$ cat config.mk
export PLATFORM = sky130hd
export DESIGN_NAME = place_mines_safe
export DESIGN_NICKNAME = d
export VERILOG_FILES = /design/src/rtl/mines_pkg.sv /design/src/rtl/mine_lfsr.sv /design/src/rtl/place_mines_safe.sv
export SDC_FILE = /design/constraint.sdc
export NUM_CORES = 1
export LEC_CHECK = 0
export CORE_ASPECT_RATIO = 0.8
export CORE_MARGIN = 1
export CORE_UTILIZATION = 40
export CTS_BUF_LIST = sky130_fd_sc_hd__clkbuf_2
export DETAILED_ROUTE_END_ITERATION = 12
export SLEW_MARGIN = 40
export SYNTH_ARGS = -nofsm -noshare
export SYNTH_HDL_FRONTEND = slang
export SYNTH_SLANG_ARGS = --single-unit
$ cat constraint.sdc
create_clock -name clk -period 3.42 [get_ports clk]
set_input_delay 0.684 -clock clk [delete_from_list [all_inputs] [get_ports clk]]
set_output_delay 0.684 -clock clk [all_outputs]
set_load 0.05 [all_outputs]
$ cat src/rtl/mines_pkg.sv
// Shared definitions for the mine placer: one-hot state encoding and
// Galois LFSR tap constants.
package mines_pkg;

    localparam logic [4:0] ST_IDLE  = 5'b00001;
    localparam logic [4:0] ST_GEN   = 5'b00010;
    localparam logic [4:0] ST_CHECK = 5'b00100;
    localparam logic [4:0] ST_WRITE = 5'b01000;
    localparam logic [4:0] ST_DONE  = 5'b10000;

    typedef enum logic [4:0] {
        S_IDLE  = ST_IDLE,
        S_GEN   = ST_GEN,
        S_CHECK = ST_CHECK,
        S_WRITE = ST_WRITE,
        S_DONE  = ST_DONE
    } state_t;

    // Maximal-length right-shifting Galois taps; 0 means unsupported width.
    function automatic logic [31:0] lfsr_taps(input int width);
        case (width)
            8:       return 32'h0000_00B8;
            9:       return 32'h0000_0110;
            10:      return 32'h0000_0240;
            11:      return 32'h0000_0500;
            12:      return 32'h0000_0E08;
            13:      return 32'h0000_1C80;
            14:      return 32'h0000_3802;
            15:      return 32'h0000_6000;
            16:      return 32'h0000_B400;
            17:      return 32'h0001_2000;
            18:      return 32'h0002_0400;
            19:      return 32'h0007_2000;
            20:      return 32'h0009_0000;
            21:      return 32'h0014_0000;
            22:      return 32'h0030_0000;
            23:      return 32'h0042_0000;
            24:      return 32'h00E1_0000;
            25:      return 32'h0120_0000;
            26:      return 32'h0200_0023;
            27:      return 32'h0400_0013;
            28:      return 32'h0900_0000;
            29:      return 32'h1400_0000;
            30:      return 32'h2000_0029;
            31:      return 32'h4800_0000;
            32:      return 32'h8020_0003;
            default: return 32'h0000_0000;
        endcase
    endfunction

endpackage

$ cat src/rtl/mine_lfsr.sv
// Seedable Galois LFSR; a zero seed would lock up, so it loads as 1.
module mine_lfsr
    import mines_pkg::*;
#(
    parameter int WIDTH = 16
) (
    input  logic             clk,
    input  logic             reset,
    input  logic             load,
    input  logic [WIDTH-1:0] seed,
    input  logic             step,
    output logic [WIDTH-1:0] value
);

    localparam logic [WIDTH-1:0] TAPS = WIDTH'(lfsr_taps(WIDTH));

    always_ff @(posedge clk) begin
        if (reset) begin
            value <= WIDTH'(1);
        end else if (load) begin
            value <= (seed == '0) ? WIDTH'(1) : seed;
        end else if (step) begin
            value <= (value >> 1) ^ (value[0] ? TAPS : '0);
        end
    end

endmodule

$ cat src/rtl/place_mines_safe.sv
// Places a clamped number of mines at LFSR-chosen cells, skipping an optional
// safe square around the first click, with a bounded number of draws.
module place_mines_safe
    import mines_pkg::*;
#(
    parameter  int BOARD_WIDTH  = 8,
    parameter  int BOARD_HEIGHT = 8,
    parameter  int LFSR_WIDTH   = 16,
    parameter  int SAFE_RADIUS  = 1,
    parameter  int MAX_ATTEMPTS = 1023,
    localparam int XW = $clog2(BOARD_WIDTH),
    localparam int YW = $clog2(BOARD_HEIGHT),
    localparam int CW = $clog2(BOARD_WIDTH*BOARD_HEIGHT+1),
    localparam int AW = $clog2(MAX_ATTEMPTS+1)
) (
    input  logic                  clk,
    input  logic                  reset,
    input  logic                  start,
    input  logic                  ack,
    input  logic [CW-1:0]         totalMinesIn,
    input  logic [LFSR_WIDTH-1:0] seed,
    input  logic                  safeEn,
    input  logic [XW-1:0]         safeX,
    input  logic [YW-1:0]         safeY,
    output logic [XW-1:0]         x,
    output logic [YW-1:0]         y,
    input  logic                  mineBoardReadValue,
    output logic                  placeMineEn,
    output logic                  busy,
    output logic                  done,
    output logic                  timeout,
    output logic [CW-1:0]         placedCount
);

    localparam int CELLS    = BOARD_WIDTH * BOARD_HEIGHT;
    localparam int SQUARE   = (2*SAFE_RADIUS+1) * (2*SAFE_RADIUS+1);
    localparam int CAP_SAFE = (CELLS > SQUARE) ? CELLS - SQUARE : 0;

    state_t                  state;
    logic [LFSR_WIDTH-1:0]   lfsr_val;
    logic [CW-1:0]           target;
    logic [CW-1:0]           cap;
    logic [CW-1:0]           clamped;
    // One spare bit so a draw after an accept at the budget edge cannot wrap.
    logic [AW:0]             attempts;
    logic                    safe_en_q;
    logic [XW-1:0]           safe_x_q;
    logic [YW-1:0]           safe_y_q;
    logic                    in_bounds;
    logic                    in_safe;
    logic                    reject;
    int                      dx;
    int                      dy;

    mine_lfsr #(.WIDTH(LFSR_WIDTH)) u_lfsr (
        .clk   (clk),
        .reset (reset),
        .load  (state == S_IDLE && start),
        .seed  (seed),
        .step  (state == S_GEN),
        .value (lfsr_val)
    );

    assign cap     = safeEn ? CW'(CAP_SAFE) : CW'(CELLS);
    assign clamped = (totalMinesIn > cap) ? cap : totalMinesIn;

    always_comb begin
        dx        = int'(x) - int'(safe_x_q);
        dy        = int'(y) - int'(safe_y_q);
        in_bounds = (int'(x) < BOARD_WIDTH) && (int'(y) < BOARD_HEIGHT);
        in_safe   = safe_en_q && (dx >= -SAFE_RADIUS) && (dx <= SAFE_RADIUS)
                              && (dy >= -SAFE_RADIUS) && (dy <= SAFE_RADIUS);
        reject    = !in_bounds || in_safe || mineBoardReadValue;
    end

    assign busy = (state != S_IDLE);
    assign done = (state == S_DONE);

    always_ff @(posedge clk) begin
        if (reset) begin
            state       <= S_IDLE;
            x           <= '0;
            y           <= '0;
            placeMineEn <= 1'b0;
            timeout     <= 1'b0;
            placedCount <= '0;
            target      <= '0;
            attempts    <= '0;
            safe_en_q   <= 1'b0;
            safe_x_q    <= '0;
            safe_y_q    <= '0;
        end else begin
            case (state)
                S_IDLE: if (start) begin
                    safe_en_q   <= safeEn;
                    safe_x_q    <= safeX;
                    safe_y_q    <= safeY;
                    target      <= clamped;
                    attempts    <= '0;
                    placedCount <= '0;
                    timeout     <= 1'b0;
                    state       <= (clamped == '0) ? S_DONE : S_GEN;
                end
                S_GEN: begin
                    x        <= lfsr_val[XW-1:0];
                    y        <= lfsr_val[XW+YW-1:XW];
                    attempts <= attempts + 1'b1;
                    state    <= S_CHECK;
                end
                S_CHECK: begin
                    if (reject) begin
                        if (int'(attempts) >= MAX_ATTEMPTS) begin
                            timeout <= 1'b1;
                            state   <= S_DONE;
                        end else begin
                            state   <= S_GEN;
                        end
                    end else begin
                        placeMineEn <= 1'b1;
                        placedCount <= placedCount + 1'b1;
                        state       <= S_WRITE;
                    end
                end
                S_WRITE: begin
                    placeMineEn <= 1'b0;
                    state       <= (placedCount == target) ? S_DONE : S_GEN;
                end
                S_DONE: if (ack) state <= S_IDLE;
                default: state <= S_IDLE;
            endcase
        end
    end

endmodule

# After elaboration in Yosys (flattened, before gate mapping)
# Index checks and enable logic that the tools add are counted.
# W data, S select, Z words.
[word_totals]
output_inout_bits = 17
register_bits = 61
elab_cells = 77
input_bits = 35
memories = 0
mem_bits_rw = 0
latchBits = 0
mem_bits_ro = 0
[classes]
reduce_logical = 18
mul = 0
n_shift = 0
mux = 24
n_lt_le_gt_ge = 6
n_eq_ne = 12
n_addsub = 4
n_bitwise = 1
div_mod_pow = 0
[op_table]
columns = ["cell", "count"]
rows = [
  ["$mux W16", 4],
  ["$mux W5", 6],
  ["$mux W7", 4],
  ["$pmux W5 S5", 1],
  ["$pmux W11 S2", 1],
  ["$logic_not A16 Y1", 1],
  ["$xor A15 B16 Y16", 1],
  ["$pmux W7 S2", 1],
  ["$add A11 B1 Y11 const B", 1],
  ["$ge A11 B10 Y1 const B", 1],
  ["$mux W11", 1],
  ["$ne A2 B2 Y1 const B", 5],
  ["$ge A4 B1 Y1 const B", 2],
  ["$le A4 B2 Y1 const B", 2],
  ["$reduce_and A2 Y1", 4],
  ["$reduce_bool A2 Y1", 4],
  ["$sub A3 B3 Y4", 2],
  ["$add A7 B1 Y7 const B", 1],
  ["$eq A7 B7 Y1", 1],
  ["$gt A7 B7 Y1", 1],
  ["$logic_not A7 Y1", 1],
  ["$eq A5 B1 Y1 const B", 1],
  ["$eq A5 B2 Y1 const B", 1],
  ["$eq A5 B3 Y1 const B", 1],
  ["9 further kinds", 17],
]

# Longest topological paths before layout
# Gate-level depths: netlist of run 1.
[logic_depth]
ltp_word = 9
depth_mapped = 11
ltp_nobuf = 10

# Modules after synthesis
# A second synthesis of run 1 with hierarchy kept.
[unflattened]
cells_unflattened = 386
area_unflattened_um2 = 3239.4
[by_module_without_submodules]
columns = ["mod", "n_inst", "cells_per_inst", "seq_area_each_um2", "area_each_um2"]
rows = [
  ["place_mines_safe", 1, 304, 900.9, 2444.8],
  ["mine_lfsr", 1, 82, 320.3, 794.5],
]

# Least setup slack after synthesis of run 1
# No wires, ideal clock.
[synth_path]
kind = "register to register"
start = "reg x[0]"
end = "reg placedCount[3]"
period_less_slack_ns = 2.924
stages_incl_launch_ff = 12
setup_time_ns = 0.071
required_time_ns = 3.349
arrival_ns = 2.854
path_buffers = 1
path_slack_ns = 0.496
cell_sequence = "dfxtp_1 -> inv_1 -> ha_1 -> inv_1 -> fa_1 -> nor2b_1 -> and4_1 -> o221ai_1 -> o21ai_2 -> buf_6 -> or4b_1 -> a21oi_1"
[synth_between]
elab_chain_len = 9
word_cells_on_any_way = 10
classes_between = "1 x add/sub; 2 x order compare; 1 x eq/ne; 6 x reduce/logical"
[synth_rtl]
columns = ["element", "line_no", "text"]
rows = [
  ["start, declared", "place_mines_safe.sv:25", "output logic [XW-1:0] x,"],
  ["start signal, assigned", "place_mines_safe.sv:105", "x <= lfsr_val[XW-1:0];"],
  ["$sub A3 B3 Y4 *", "place_mines_safe.sv:68", "dx = int'(x) - int'(safe_x_q);"],
  ["$ge A4 B1 Y1", "place_mines_safe.sv:71", "in_safe = safe_en_q && (dx >= -SAFE_RADIUS) && (dx <= SAFE_RADIUS)"],
  ["$logic_and A1 B1 Y1", "place_mines_safe.sv:71", ""],
  ["$logic_and A1 B1 Y1 *", "place_mines_safe.sv:71", ""],
  ["$logic_and A1 B1 Y1 * (2 in a row)", "place_mines_safe.sv:72", "&& (dy >= -SAFE_RADIUS) && (dy <= SAFE_RADIUS);"],
  ["$logic_or A1 B1 Y1 *", "place_mines_safe.sv:73", "reject = !in_bounds || in_safe || mineBoardReadValue;"],
  ["$ne A2 B2 Y1 (no source line) *", "n/a", ""],
  ["$reduce_and A3 Y1 (no source line) *", "n/a", ""],
  ["end signal, assigned", "place_mines_safe.sv:120", "placedCount <= placedCount + 1'b1;"],
  ["end, declared", "place_mines_safe.sv:32", "output logic [CW-1:0] placedCount"],
]
# Every way passes the cells marked *; elsewhere a longest branch is shown, timed or not.
# A chain may end at the register's enable or synchronous reset.

# Final worst setup path of run 1
[layout_path]
start = "reg state[2]"
end = "out busy"
[layout_between]
elab_chain_len = 1
[layout_rtl]
columns = ["element", "line_no", "text"]
rows = [
  ["start, declared", "place_mines_safe.sv:39", "state_t state;"],
  ["start signal, assigned", "place_mines_safe.sv:102", "state <= (clamped == '0) ? S_DONE : S_GEN;"],
  ["start signal, assigned", "place_mines_safe.sv:126", "state <= (placedCount == target) ? S_DONE : S_GEN;"],
  ["$ne A5 B1 Y1", "place_mines_safe.sv:76", "assign busy = (state != S_IDLE);"],
  ["end, declared", "place_mines_safe.sv:29", "output logic busy,"],
]
# No other way between the ends.

==> impl_metrics.csv, run 1 <==
group,metric,value,unit
timing,timing.slew.headroom,53.0,%
synth,synth_edf_count,0,
timing,drv_slew,0,
global_route,first_global_vias,2659,
placement,routabilityCongestion,0.854,
worst_setup_path,critPathLaunchType,"flip-flop",
detailed_routing,firstDrtPassIters,4,
timing,whs,465,ps
synth,async_flop_share,0,%
worst_setup_path,critPathMaxStageDelay,720,ps
pwr,leakagePower,1.35,nW
clock_network,cts.sinks,61,
placement,dp_hpwl,5.63,mm
clock_network,cts_hold_buf,0,
die,std_cell_rows,28,
synth,synth_area_per_cell,8.13,um^2
die,ios,52,
pwr,ir_drop,0.355,mV
clock_network,clk_latency,480,ps
cells_and_area,fill_cells,763,
detailed_routing,final_antenna_net_count,0,
synth,yosysSeqAreaShare,39.4,%
pwr,combPwrFrac,33.5,%
timing,fin_tns_setup,0,ps
clock_network,clk_path_buf_depth,2,
detailed_routing,wl,7.55,mm
timing,max_freq,316,MHz
outcome,status,"finished, final reports clean",
pwr,power_density,485,nW/um^2
worst_setup_path,crit_chain,"or3_1, nor3b_2, inv_1, clkdlybuf4s50_1",
cells_and_area,final_common_cell,"dfxtp_1",
clock_network,htree_levels,3,
global_route,grt.total_usage,20.4,%
synth,synth_cell_types,48,
min_path,min_path_type,"reg2reg",
cells_and_area,multi_input_area,1740,um^2
die,start_util,41.5,%
cells_and_area,drive_gt1_share,7.60,%
die,core,7460,um^2
die,dieArea,8110,um^2
worst_setup_path,arrival,2480,ps
synth,synth_seq_cells,61,
pwr,sw_frac_of_total,37.3,%
pwr,p_int,1.15,mW
worst_setup_path,critPathRequiredTime,2740,ps
cells_and_area,regArea,1220,um^2
timing,layout_min_cycle_time,3160,ps
clock_network,clkSlewWorstSetupHoldPaths,150,ps
cells_and_area,final_cell_mix,"dfxtp_1 (61), nand2_1 (53), clkdlybuf4s50_1 (51)",
worst_setup_path,path_class,"reg2out",
detailed_routing,vias,2874,
clock_network,cts-resized-gates,0,
timing,skew,11.8,ps
run,maxCapViolCount,0,
pwr,p_sw,0.684,mW
clock_network,post-cts-setup-buffers,0,
detailed_routing,viasPerCell,5.33,
global_route,grt_overflow,0,
clock_network,cts-root-buf,"clkbuf_2",
worst_setup_path,crit_path_max_fanout,6,
cells_and_area,syn_to_final_growth,22.1,%
global_route,grt_max_degree,27,
cells_and_area,diodes,0,
synth,ys_warn_count,0,
synth,syn-num-nets,432,
synth,ys.flop_type,"dfxtp_1",
detailed_routing,routedWlPerCell,14.0,um
worst_setup_path,crit_path_end_kind,"output port",
worst_setup_path,cp_slowest_cell,"clkdlybuf4s50_1",
detailed_routing,drtIter0Drc,168,
worst_setup_path,critPathBufInv,2,
synth,synth.cell_area,3100,um^2
pwr,sequentialPowerShare,48.1,%
timing,hold_viol,0,
synth,synthCells,381,
worst_setup_path,cp_top_family,"buffers and inverters",
cells_and_area,fin_nets,482,
timing,worst_slew_pin_slew,703,ps
timing,report.final.setup_viol,0,
timing,post-route-period-util,92.5,%
global_route,antenna_found_initial,0,
clock_network,cts_tree,"done",
detailed_routing,drc,0,
timing,rsz0062_at_grt,"false",
clock_network,numCtsBuffers,9,
die,die_x,100,um
pwr,clkPwrFrac,18.4,%
die,die_h,80.7,um
global_route,grt_pass1_wl,12.9,mm
placement,place.port_buffers,51,
[cell usage after synthesis, drive strengths merged, types with 2 or more instances]
master	count	share of area [%]
dfxtp	61	39
nand2	53	6.4
a21oi	44	7.1
nor2	44	5.3
clkbuf	17	2.1
inv	16	1.9
ha	14	5.7
nor4	13	2.6
nand3	11	1.8
o21ai	10	1.7
a211oi	9	2.2
a311oi	9	2.5
or3	8	1.8
xnor2	8	2.3
xor2	7	2.0
nor3	5	0.81
a31oi	4	0.81
nand3b	4	0.97
nor3b	4	1.7
nand4	3	0.61
o211ai	3	0.73
o221a	3	1.1
o31ai	3	0.73
buf	2	0.52
fa	2	1.3
nand2b	2	0.40
nand4b	2	0.57
nor2b	2	0.40
o21bai	2	0.48
or2	2	0.40
or4	2	0.48
or4b	2	0.65
[layout make-up]
class	instances	share of cell area [%]
multi-input combinational	285	45.9
sequential	61	32.3
timing repair buffer	58	14.9
tap	105	3.47
inverter	16	1.59
clock buffer	11	1.46
clock inverter	3	0.397
[metal layers]
layer / global-route usage, % / part of all wire, %
met1: 28.3 / 50
met2: 31.1 / 44
met3: 6.37 / 5.3
met4: 4.78 / 0.74
met5: 0 / 0
[state kept, by name (all words and copies together) (netlist names)]
name,flops
placeMineEn,1
safe_en_q,1
target,7
safe_y_q,3
safe_x_q,3
timeout,1
u_lfsr.value,16
x,3
state,5
attempts,11
y,3
placedCount,7
[cell families after synthesis]
| family | Yosys count | synth area share [%] |
|---|---|---|
| AND/OR/NAND/NOR | 161 | 25.8 |
| AO/OA/AOI/OAI | 92 | 18.7 |
| flip-flops | 61 | 39.4 |
| buffers and inverters | 35 | 4.52 |
| adder cells (fa/ha/maj) | 16 | 6.94 |
| XOR/XNOR | 15 | 4.24 |
| multiplexers | 1 | 0.363 |
[power by group through the flow]
stage          Combinational [mW]  Clock [mW]  Sequential [mW]
4_1_cts                     0.618       0.352            0.882
5_1_grt                     0.695       0.388            0.896
3_5_place_dp                0.613           0            0.898
2_1_floorplan               0.436           0            0.887
6_report                    0.615       0.337            0.882
3_3_place_gp                0.606           0            0.895
[metrics by stage]
stage	instance area (um^2)	power (mW)	std cells	util, %	setup WS [ps]
2_1_floorplan	3100	1.32	381	-	496
3_3_place_gp	3710	1.50	525	49.8	492
3_5_place_dp	3710	1.51	525	49.8	450
4_1_cts	3780	1.85	539	50.7	227
5_1_grt	3780	1.98	539	50.7	73.3
6_report	3780	1.83	539	50.7	256
[worst min-delay path: stages, from the launching register on]
cell and delay (ps):
dfxtp_1 340, inv_1 40, a21oi_1 50
[path summary, 6_finish.rpt]
check | slack, ps | cells after the start | start | endpoint
setup reg to reg | 550 | 10 | x[0]$_SDFFE_PP0P_ | placedCount[3]$_SDFFE_PP0P_
hold / removal | 460 | 2 | timeout$_SDFFE_PP0P_ | timeout$_SDFFE_PP0P_
setup / recovery | 260 | 4 | state[2]$_SDFFE_PP0P_ | busy
hold reg to reg | 460 | 2 | timeout$_SDFFE_PP0P_ | timeout$_SDFFE_PP0P_
(Power assumes the default switching activity.)
==> inputs of run 2 (changes only) <==
--- a/config.mk
+++ b/config.mk
@@ -10,7 +10,7 @@
 export CORE_UTILIZATION = 40
 export CTS_BUF_LIST = sky130_fd_sc_hd__clkbuf_2
 export DETAILED_ROUTE_END_ITERATION = 12
-export SLEW_MARGIN = 40
+export SLEW_MARGIN = 20
 export SYNTH_ARGS = -nofsm -noshare
 export SYNTH_HDL_FRONTEND = slang
 export SYNTH_SLANG_ARGS = --single-unit
==> constraint.sdc (replaced) <==
create_clock -name clk -period 3.9 [get_ports clk]
set_input_delay 0.78 -clock clk [delete_from_list [all_inputs] [get_ports clk]]
set_output_delay 0.78 -clock clk [all_outputs]
set_load 0.05 [all_outputs]
==> impl_metrics.csv, run 2 (synthesis results as in run 1) <==
group,metric,value,unit
outcome,status,"finished, final reports clean",
worst_setup_path,critPathMaxStageDelay,720,ps
timing,skew,25.3,ps
worst_setup_path,critPathRequiredTime,3120,ps
clock_network,cts_tree,"done",
global_route,grt.total_usage,19.9,%
placement,dp_hpwl,5.44,mm
cells_and_area,final_cell_mix,"dfxtp_1 (61), nand2_1 (53), clkdlybuf4s50_1 (51)",
die,ios,52,
detailed_routing,drc,0,
worst_setup_path,crit_path_max_fanout,6,
detailed_routing,firstDrtPassIters,4,
clock_network,numCtsBuffers,9,
timing,layout_min_cycle_time,3250,ps
cells_and_area,diodes,0,
cells_and_area,final_common_cell,"dfxtp_1",
cells_and_area,fill_cells,759,
placement,routabilityCongestion,0.799,
clock_network,cts-root-buf,"clkbuf_2",
worst_setup_path,arrival,2470,ps
clock_network,clk_latency,480,ps
run,maxCapViolCount,0,
timing,hold_viol,0,
die,die_x,100,um
global_route,antenna_found_initial,0,
worst_setup_path,crit_chain,"or3_1, nor3b_2, inv_1, clkdlybuf4s50_1",
timing,max_freq,308,MHz
clock_network,htree_levels,3,
timing,rsz0062_at_grt,"false",
cells_and_area,largest-register,"u_lfsr.value",
die,core,7460,um^2
timing,post-route-period-util,83.4,%
clock_network,cts.sinks,61,
cells_and_area,drive_gt1_share,7.37,%
worst_setup_path,cp_top_family,"buffers and inverters",
clock_network,clkSlewWorstSetupHoldPaths,160,ps
global_route,grt_pass1_wl,12.6,mm
cells_and_area,top_regs,"u_lfsr.value (16), attempts (11)",
clock_network,clk_path_buf_depth,2,
timing,worst_slew_pin_slew,669,ps
die,std_cell_rows,28,
detailed_routing,drtIter0Drc,143,
clock_network,cts-resized-gates,0,
timing,fin_tns_setup,0,ps
worst_setup_path,path_class,"reg2out",
placement,place.port_buffers,51,
die,die_h,80.7,um
cells_and_area,post-route-util,50.7,%
cells_and_area,fin_nets,481,
die,start_util,41.5,%
global_route,first_global_vias,2677,
detailed_routing,viasPerCell,5.35,
cells_and_area,largest_register_ffs,16,
worst_setup_path,cp_slowest_cell,"clkdlybuf4s50_1",
clock_network,post-cts-setup-buffers,0,
detailed_routing,vias,2883,
detailed_routing,final_antenna_net_count,0,
detailed_routing,wl,7.43,mm
worst_setup_path,critPathLaunchType,"flip-flop",
worst_setup_path,crit_path_end_kind,"output port",
global_route,grt_max_degree,47,
clock_network,cts_hold_buf,0,
detailed_routing,routedWlPerCell,13.8,um
pwr,ir_drop,0.261,mV
cells_and_area,syn_to_final_growth,22.0,%
pwr,power_density,426,nW/um^2
pwr,leakagePower,1.34,nW
global_route,grt_overflow,0,
timing,drv_slew,0,
min_path,min_path_type,"reg2reg",
timing,report.final.setup_viol,0,
die,dieArea,8110,um^2
worst_setup_path,critPathBufInv,2,
timing,timing.slew.headroom,55.3,%
run 2: cell types whose count changed in the layout (fill, tap and decap cells not counted), sizes merged:
cell | previous run | this run
clkinv | 3 | 5
clkinvlp | 0 | 1
clkbuf | 11 | 9
buf | 7 | 6
run 2: path summary, 6_finish.rpt:
check / start / end / slack [ps] / cells after the start
worst max register to register: x[0]$_SDFFE_PP0P_ / placedCount[5]$_SDFFE_PP0P_ / 1120 / 10
worst max-delay path: state[3]$_SDFFE_PP0P_ / busy / 650 / 4
worst min-delay path: timeout$_SDFFE_PP0P_ / timeout$_SDFFE_PP0P_ / 460 / 2
worst min register to register: timeout$_SDFFE_PP0P_ / timeout$_SDFFE_PP0P_ / 460 / 2
run 2: per-stage QoR:
stage	instances	hold WS [ps]	instance area, um^2	power [mW]	worst slack (ps)
after global placement	524	438	3710	1.32	1020
after global routing	539	490	3780	1.73	502
final	539	463	3780	1.61	649
after CTS	539	469	3780	1.63	606
after detailed placement	524	440	3710	1.33	859
after floorplan	381	436	3100	1.16	976
run 2: area by class of cell:
cell class	instances	area (um^2)	area share (%)
Clock buffer	9	45.0	1.19
Clock inverter	6	31.3	0.827
Inverter	16	60.1	1.59
Multi-Input combinational cell	285	1740	45.9
Sequential cell	61	1220	32.3
Tap cell	105	131	3.47
Timing Repair Buffer	57	556	14.7
run 2: metal layers:
layer,part of all wire (%),routed length (um),global-route usage (%),vias to the layer above
li1,-,-,-,1464
met1,49,3670,28.1,1340
met2,43,3210,30.1,71
met3,6.4,477,5.16,8
met4,1.0,74,5.22,0
met5,0,0,0,-
run 2: worst min-delay path, stage by stage (launching register included):
cell and delay, ps:
dfxtp_1 340, inv_1 50, a21oi_1 50
run 2: report_power, final:
group	leakage [nW]	internal (mW)	switching (mW)
Sequential	0.498	0.710	0.0621
Combinational	0.790	0.219	0.320
Clock	0.0547	0.0738	0.227
Total	1.34	1.00	0.610
